`config.mk`:
```
export PLATFORM = sky130hd
export DESIGN_NAME = seven_segment_counter_mux
export DESIGN_NICKNAME = d
export VERILOG_FILES = /design/src/rtl/seven_segment_counter_mux.sv
export SDC_FILE = /design/constraint.sdc
export NUM_CORES = 1
export LEC_CHECK = 0
export ABC_AREA = 0
export CORE_UTILIZATION = 40
export CTS_BUF_LIST = sky130_fd_sc_hd__clkbuf_16
export DETAILED_ROUTE_END_ITERATION = 16
export HOLD_SLACK_MARGIN = 0.1
export PLACE_DENSITY = 0.71
export SYNTH_ARGS = -nofsm -noshare
export SYNTH_HDL_FRONTEND = slang
export SYNTH_SLANG_ARGS = --single-unit
```
`constraint.sdc`:
```
create_clock -name clk -period 3 [get_ports clk]
set_input_delay 0.9 -clock clk [delete_from_list [all_inputs] [get_ports clk]]
set_output_delay 0.9 -clock clk [all_outputs]
set_load 0.01 [all_outputs]
```
`src/rtl/seven_segment_counter_mux.sv`:
```
`default_nettype none
// ============================================================================
// Module      : seven_segment_counter_mux
// Description : Prescaled cascaded-BCD up/down counter with a multiplexed
//               seven-segment scan driver and leading-zero blanking.
// Revision    : 1.0 - initial release
// ============================================================================
module seven_segment_counter_mux #(
  parameter int TICK_DIV   = 16_000_000,
  parameter int NUM_DIGITS = 4,
  parameter int SCAN_DIV   = 16_000,
  parameter int ACTIVE_LOW = 0,
  parameter int LZ_BLANK   = 1
) (
  input  logic                    clk,
  input  logic                    reset,
  input  logic                    run,
  input  logic                    down,
  input  logic                    clear,
  output logic [6:0]              seg,
  output logic [NUM_DIGITS-1:0]   digit_en,
  output logic [4*NUM_DIGITS-1:0] bcd,
  output logic                    tick,
  output logic                    wrap
);

  localparam int c_ps_w = (TICK_DIV > 1) ? $clog2(TICK_DIV) : 1;
  localparam int c_sc_w = (SCAN_DIV > 1) ? $clog2(SCAN_DIV) : 1;
  localparam int c_ix_w = (NUM_DIGITS > 1) ? $clog2(NUM_DIGITS) : 1;

  localparam logic [c_ps_w-1:0] c_ps_max = c_ps_w'(TICK_DIV - 1);
  localparam logic [c_sc_w-1:0] c_sc_max = c_sc_w'(SCAN_DIV - 1);
  localparam logic [c_ix_w-1:0] c_ix_max = c_ix_w'(NUM_DIGITS - 1);

  logic [c_ps_w-1:0]       ps_q, ps_d;
  logic [4*NUM_DIGITS-1:0] count_q, count_d;
  logic                    tick_q, tick_d;
  logic                    wrap_q, wrap_d;
  logic [c_sc_w-1:0]       scan_q, scan_d;
  logic [c_ix_w-1:0]       idx_q, idx_d;

  logic [4*NUM_DIGITS-1:0] step_val;
  logic                    carry;
  logic [3:0]              digit;

  logic [NUM_DIGITS-1:0]   blank_vec;
  logic                    zero_above;
  logic [3:0]              cur_digit;
  logic                    cur_blank;
  logic [NUM_DIGITS-1:0]   en_raw;
  logic [6:0]              seg_raw;

  function automatic logic [6:0] seg_decode(input logic [3:0] d);
    logic [6:0] s;
    case (d)
      4'd0:    s = 7'b1111110;
      4'd1:    s = 7'b0110000;
      4'd2:    s = 7'b1101101;
      4'd3:    s = 7'b1111001;
      4'd4:    s = 7'b0110011;
      4'd5:    s = 7'b1011011;
      4'd6:    s = 7'b1011111;
      4'd7:    s = 7'b1110000;
      4'd8:    s = 7'b1111111;
      4'd9:    s = 7'b1111011;
      default: s = 7'b0000000;
    endcase
    return s;
  endfunction

  // Ripple the carry/borrow through the digits; a carry out of the top
  // digit is the wrap condition.
  always_comb begin
    step_val = count_q;
    carry    = 1'b1;
    digit    = 4'd0;
    for (int i = 0; i < NUM_DIGITS; i++) begin
      digit = count_q[4*i +: 4];
      if (carry) begin
        if (!down) begin
          if (digit >= 4'd9) begin
            step_val[4*i +: 4] = 4'd0;
          end else begin
            step_val[4*i +: 4] = digit + 4'd1;
            carry              = 1'b0;
          end
        end else begin
          if (digit == 4'd0 || digit > 4'd9) begin
            step_val[4*i +: 4] = 4'd9;
          end else begin
            step_val[4*i +: 4] = digit - 4'd1;
            carry              = 1'b0;
          end
        end
      end
    end
  end

  always_comb begin
    ps_d    = ps_q;
    count_d = count_q;
    tick_d  = 1'b0;
    wrap_d  = 1'b0;
    if (clear) begin
      ps_d    = '0;
      count_d = '0;
    end else if (run) begin
      if (ps_q == c_ps_max) begin
        ps_d    = '0;
        count_d = step_val;
        tick_d  = 1'b1;
        wrap_d  = carry;
      end else begin
        ps_d = ps_q + c_ps_w'(1);
      end
    end
  end

  always_comb begin
    scan_d = scan_q + c_sc_w'(1);
    idx_d  = idx_q;
    if (scan_q == c_sc_max) begin
      scan_d = '0;
      idx_d  = (idx_q == c_ix_max) ? '0 : idx_q + c_ix_w'(1);
    end
  end

  // Blank from the top down while every digit so far is zero; digit 0 always shows.
  always_comb begin
    zero_above = 1'b1;
    blank_vec  = '0;
    for (int i = NUM_DIGITS - 1; i >= 0; i--) begin
      zero_above = zero_above & (count_q[4*i +: 4] == 4'd0);
      if (LZ_BLANK != 0 && i > 0 && zero_above) begin
        blank_vec[i] = 1'b1;
      end
    end
  end

  always_comb begin
    cur_digit = 4'd0;
    cur_blank = 1'b0;
    en_raw    = '0;
    for (int i = 0; i < NUM_DIGITS; i++) begin
      if (idx_q == c_ix_w'(i)) begin
        cur_digit = count_q[4*i +: 4];
        cur_blank = blank_vec[i];
        en_raw[i] = 1'b1;
      end
    end
    seg_raw = cur_blank ? 7'b0000000 : seg_decode(cur_digit);
  end

  always_ff @(posedge clk) begin
    if (reset) begin
      ps_q    <= '0;
      count_q <= '0;
      tick_q  <= 1'b0;
      wrap_q  <= 1'b0;
      scan_q  <= '0;
      idx_q   <= '0;
    end else begin
      ps_q    <= ps_d;
      count_q <= count_d;
      tick_q  <= tick_d;
      wrap_q  <= wrap_d;
      scan_q  <= scan_d;
      idx_q   <= idx_d;
    end
  end

  assign seg      = (ACTIVE_LOW != 0) ? ~seg_raw : seg_raw;
  assign digit_en = (ACTIVE_LOW != 0) ? ~en_raw  : en_raw;
  assign bcd      = count_q;
  assign tick     = tick_q;
  assign wrap     = wrap_q;

endmodule
`default_nettype wire

```
==> run_results.csv, run 1 <==
group,metric,value,unit
die,num_io_pins,34,
timing,finalSetupViolations,7,
pwr,p_leak,2.04,nW
placement,portBuffers,33,
run,drv_cap,0,
global_routing,grt_max_degree,21,
routing,drt_iter0_markers,217,
routing,dr_wl_met3,505,microns
routing,avgViaCountPerCell,5.48,
setup_path,path_cells,"inv_4, ha_4, nand3b_1, a211oi_4, inv_2, ha_4, mux2_4, a21oi_2, buf_2",
timing,slew_headroom,62.0,%
worst_hold_path,hold_path.class,"reg2reg",
status,status,"complete, but fails checks",
global_routing,grt_pass1_vias,3809,
cells_and_area,antenna_cells,0,
status,violations,"setup timing",
setup_path,crit_top_cell,"ha_4",
setup_path,slowest_delay,380,ps
timing,skew,11.4,ps
timing,finalCriticalPeriod,3260,ps
yosys,synth_edf_count,0,
cts,clk_pin_slew,60,ps
global_routing,grt.total_usage,22.3,%
die,coreArea,9240,sq um
routing,met1_length,4620,microns
cells_and_area,syn_to_final_growth,39.9,%
timing,slew_violations,0,
placement,dp_worst_setup_slack,-469,ps
yosys,syn_inst,480,
cts,numCtsBuffers,9,
timing,hold_slack,441,ps
setup_path,crit_required,2100,ps
cts,cts_tree,"built",
cts,cts.root.buffer_cell,"clkbuf_16",
yosys,ys.flop_type,"dfxtp_1",
timing,setup_slack,-264,ps
cells_and_area,drive_above_1_share,25.8,%
yosys,yosys_warnings,0,
yosys,syn_nets,508,
routing,ant_nets,0,
die,initial_core_util,41.3,%
pwr,total_power,0.00197,W
timing,fin_crit_sh,109,%
pwr,p_per_area,369,nW/um^2
yosys,synth_area,3810,sq um
cts,clock-sinks,58,
cts,holdBufCountCts,0,
pwr,vdd.ir_drop.worst,0.258,mV
cells_and_area,seq_area,1170,sq um
yosys,async_reset_ff_share,0,%
setup_path,critPathArrivalTime,2360,ps
routing,wl_met2,5490,microns
cts,clk_latency,330,ps
global_routing,overflow,0,
die,rows,35,
timing,max_freq,306,MHz
setup_path,cp_max_fo,8,
cells_and_area,fin_area,5340,sq um
routing,drt_first_pass_iters,5,
global_routing,antenna_found_initial,0,
placement,dp_hpwl,7060,microns
yosys,ys_ff_latch,58,
timing,tightest_slew,565,ps
routing,dr.max_layer_used,"met4",
setup_path,worstSetupPathType,"reg2out",
die,die_w,99.6,microns
cells_and_area,nets,604,
yosys,synth.avg_cell_area,7.95,sq um
cells_and_area,fillers,763,
routing,totalWireLength,11100,microns
cells_and_area,final_common_cell,"buf_4",
routing,wl_per_cell,15.6,microns
timing,rsz0062_at_grt,"true",
yosys,ys_types,64,
cells_and_area,multi_input_area,2680,sq um
cells_and_area,layout_common_cells,"66 x buf_4, 62 x nor2_1, 56 x dfxtp_1, 46 x nand2_1",
global_routing,grt_pass1_wl,17900,microns
setup_path,end_kind,"output port",
timing,hold_viol,0,
routing,vias,3891,
setup_path,cp_slowest_cell,"dfxtp_4",
routing,drc_errors,0,
yosys,synth_seq_area_share,30.4,%
cts,htree_num_levels,3,
die,die_area,9930,sq um
die,die_h,99.6,microns
setup_path,critPathLaunchType,"register",
placement,gp_congestion,0.841,
placement,placed_area,4600,sq um
cells_and_area,final_util,57.8,%
cts,cts_buffer_depth,2,
registers in the layout (all words and copies together), names as in the netlist:
name / flops
bcd: 16
idx_q: 2
ps_q: 24
scan_q: 14
tick: 1
wrap: 1
cells in the mapped netlist, types with 5 or more instances:
| cell type | count | area share [%] |
|---|---|---|
| or3_1 | 5 | 0.82 |
| nand3_1 | 11 | 1.4 |
| dfxtp_1 | 58 | 30 |
| nand2b_1 | 6 | 0.98 |
| inv_1 | 26 | 2.6 |
| nor2b_1 | 8 | 1.3 |
| nand2_1 | 46 | 4.5 |
| and2_1 | 5 | 0.82 |
| mux2i_1 | 6 | 1.6 |
| nand4_1 | 14 | 2.3 |
| a21oi_1 | 30 | 3.9 |
| ha_1 | 23 | 7.5 |
| nand3b_1 | 5 | 0.98 |
| xor2_1 | 20 | 4.6 |
| nor3_1 | 10 | 1.3 |
| nor2_1 | 63 | 6.2 |
| xnor2_1 | 15 | 3.4 |
| o21ai_0 | 16 | 2.1 |
| clkbuf_1 | 17 | 1.7 |
| o22ai_1 | 5 | 0.82 |
| a211oi_1 | 5 | 0.98 |
power by group:
group | switching [W] | total (W) | internal [W]
clock network | 0.000393 | 0.00112 | 0.000726
registers | 0.00000327 | 0.000776 | 0.000773
logic | 0.0000455 | 0.0000747 | 0.0000292
worst paths after layout:
check | slack, ps | cells after the start | startpoint | endpoint
worst min register to register | 440 | 1 | scan_q[0] | scan_q[0]
worst min-delay path | 440 | 1 | scan_q[0] | scan_q[0]
worst max register to register | 640 | 9 | bcd[0] | bcd[10]
worst max-delay path | -260 | 9 | idx_q[1] | seg[6]
critical path, delay by kind of cell (launching register included):
kind                       cells  cell delay (ps)
buffers and inverters          3              350
AOI/OAI and AO/OA              2              440
and+or+nand+nor                1              210
muxes                          1              260
adders and majority gates      2              380
DFF                            1              380
what timing repair did:
item	in CTS	in global routing
pin swaps	11	7
hold endpoints to repair	0	0
setup buffers	18	5
endpoints found under the setup margin	7	7
gates resized for setup	74	18
per-stage QoR:
stage	setup TNS, ps	cells
finish	-1360	710
global placement	-1640	672
global route	-2020	710
detailed placement	-2700	672
floorplan	0	480
CTS	-750	705
routing by layer:
metal,GRT usage [%],vias up
met5,0,-
met4,12.1,0
met3,2.60,38
met2,39.3,129
met1,26.6,1842
li1,-,1882
cell type report:
cell class,instances,share of cell area [%]
clock inverters,7,1.76
flip-flops and latches,58,21.9
inverters,26,1.92
well taps,129,3.02
clock buffers,9,4.22
multi-input cells,372,50.2
repair buffers,109,16.9
cells by family (layout without fill, tap and decap cells):
group                      Yosys count  after routing  synth area share [%]
AOI/OAI and AO/OA                   97             97                  17.0
xor gates and xnor gates            35             35                  8.04
adders and majority gates           23             23                  7.55
buffers and inverters               50            151                  5.74
DFF                                 58             58                  30.4
muxes                                9              9                  2.46
and+or+nand+nor                    208            208                  28.7
Note: power is estimated with default switching activity, not from simulation.
==> run 2: changes to the inputs <==
Settings changed: CTS_BUF_LIST sky130_fd_sc_hd__clkbuf_16 to not set, PLACE_DENSITY 0.71 to 0.69.
Clock period 3 ns to 4 ns, I/O delays scaled along.
==> run 2 against run 1 <==
  * The run now ends clean
  * Cell area fell by 15%
  * Clock power fell by 59%
  * Final cell count fell by 8.9%
  * Sequential power fell by 25%
  * Setup slack improved by 420 ps
  * Combinational power fell by 35%
  * Highest routed layer unchanged
==> run_results.csv, run 2 (synthesis gave the netlist of run 1 again) <==
group,metric,value,unit
status,status,"finished clean",
cells_and_area,fin_area,4510,sq um
cts,clock-sinks,58,
routing,wl_per_cell,13.5,microns
setup_path,path_cells,"inv_1, ha_2, nand3b_1, a211o_1, buf_4, ha_1, mux2i_1, a21oi_1, clkdlybuf4s50_1",
die,coreArea,9240,sq um
cts,holdBufCountCts,0,
setup_path,cp_max_fo,10,
pwr,p_per_area,241,nW/um^2
timing,tns,0,ps
placement,portBuffers,33,
setup_path,worstSetupPathType,"reg2out",
cells_and_area,fillers,892,
cells_and_area,antenna_cells,0,
setup_path,end_kind,"output port",
cells_and_area,final_common_cell,"nor2_1",
placement,placed_area,4270,sq um
setup_path,slowest_delay,490,ps
global_routing,overflow,0,
setup_path,rr_startpoint,"bcd[5]",
timing,slew_violations,0,
setup_path,cp_slowest_cell,"clkdlybuf4s50_1",
cells_and_area,layout_common_cells,"63 x nor2_1, 56 x dfxtp_1, 46 x nand2_1, 30 x a21oi_1, 28 x clkdlybuf4s50_1",
cts,htree_num_levels,3,
global_routing,grt.total_usage,18.2,%
timing,tightest_slew,736,ps
die,num_io_pins,34,
timing,fin_crit_sh,96.1,%
run,drv_cap,0,
cts,cts_buffer_depth,2,
global_routing,grt_max_degree,21,
timing,finalCriticalPeriod,3840,ps
setup_path,r2r_slack,1670,ps
timing,finalSetupViolations,0,
routing,totalWireLength,8710,microns
setup_path,crit_required,2800,ps
pwr,p_leak,1.66,nW
worst_hold_path,holdCritStartpoint,"scan_q[0]",
die,die_area,9930,sq um
timing,hold_viol,0,
cts,numCtsBuffers,9,
global_routing,grt_pass1_wl,14600,microns
cells_and_area,regMostFlops,"ps_q",
cells_and_area,drive_above_1_share,11.0,%
cells_and_area,multi_input_area,2480,sq um
global_routing,antenna_found_initial,0,
routing,drc_errors,0,
cells_and_area,largest_reg_flops,24,
die,die_h,99.6,microns
routing,drt_iter0_markers,95,
routing,avgViaCountPerCell,5.40,
die,rows,35,
global_routing,grt_pass1_vias,3222,
cts,clk_pin_slew,60,ps
setup_path,cp-startpoint,"idx_q[1]",
setup_path,critPathLaunchType,"register",
cts,cts.root.buffer_cell,"clkbuf_8",
die,die_w,99.6,microns
setup_path,critPathArrivalTime,2640,ps
placement,dp_hpwl,6270,microns
placement,gp_congestion,0.859,
routing,vias,3492,
cts,cts_tree,"built",
timing,slew_headroom,50.5,%
cells_and_area,seq_area,1160,sq um
pwr,vdd.ir_drop.worst,0.108,mV
routing,ant_nets,0,
die,initial_core_util,41.3,%
routing,drt_first_pass_iters,4,
cells_and_area,nets,543,
timing,max_freq,260,MHz
timing,rsz0062_at_grt,"false",
worst_hold_path,hold_path.class,"reg2reg",
cells_and_area,syn_to_final_growth,18.2,%
timing,skew,13.1,ps
cts,clk_latency,330,ps
## run 2: cell types whose count changed in the layout (fill, tap and decap cells not counted), sizes merged
cell           before  now
buf                83   15
clkbuf              9   11
dlymetal6s2s        0    4
dlygate4sd2         0    1
clkdlybuf4s50      26   28
bufinv              2    0
inv                28   26
## run 2: power breakdown
group	internal [W]	total, W	switching [W]
clock	0.000232	0.000455	0.000223
combinational	0.0000175	0.0000487	0.0000312
sequential	0.000581	0.000583	0.00000262
## run 2: critical path, delay by kind of cell (launching register included)
family          cells  cell delay (ps)
compound gates      2              470
fa+ha+maj           2              430
buf+inv             3              730
flops               1              370
mux                 1              150
simple gates        1              180
## run 2: path summary, 6_finish.rpt
path                                   to  depth (start not counted)
worst min-delay path            scan_q[0]                          1
worst max-delay path               seg[1]                          9
worst max register to register    bcd[12]                          7
worst min register to register  scan_q[0]                          1
## run 2: layout make-up
cell class | count | area share, %
clock buffers | 11 | 3.14
well taps | 129 | 3.58
inverters | 26 | 2.16
clock inverters | 3 | 0.388
multi-input cells | 372 | 54.9
repair buffers | 48 | 10.0
flip-flops and latches | 58 | 25.8
## run 2: through the flow
stage	cells	hold WS, ps	setup WS, ps	total power (W)	util, %
finish	647	456	158	0.00109	48.8
global placement	630	426	296	0.000644	46.3
detailed placement	630	441	244	0.000645	46.3
floorplan	480	418	465	0.000631	-
global route	647	482	18.5	0.00114	48.8
CTS	644	452	27.4	0.00110	48.1
## run 2: layer usage
layer / track usage (%) / wire (microns) / vias to the layer above
met5: 0 / 0 / -
met4: 9.84 / 250 / 0
met3: 4.15 / 268 / 21
met2: 29.5 / 4160 / 56
met1: 22.5 / 4030 / 1648
li1: - / - / 1767
## run 2: timing repair
action                                 4_1_cts  5_1_grt
pin swaps                                    0        1
gates resized for setup                      5       11
buffers inserted                             0        3
setup endpoints to repair                    4        6
endpoints found under the hold margin        0        0
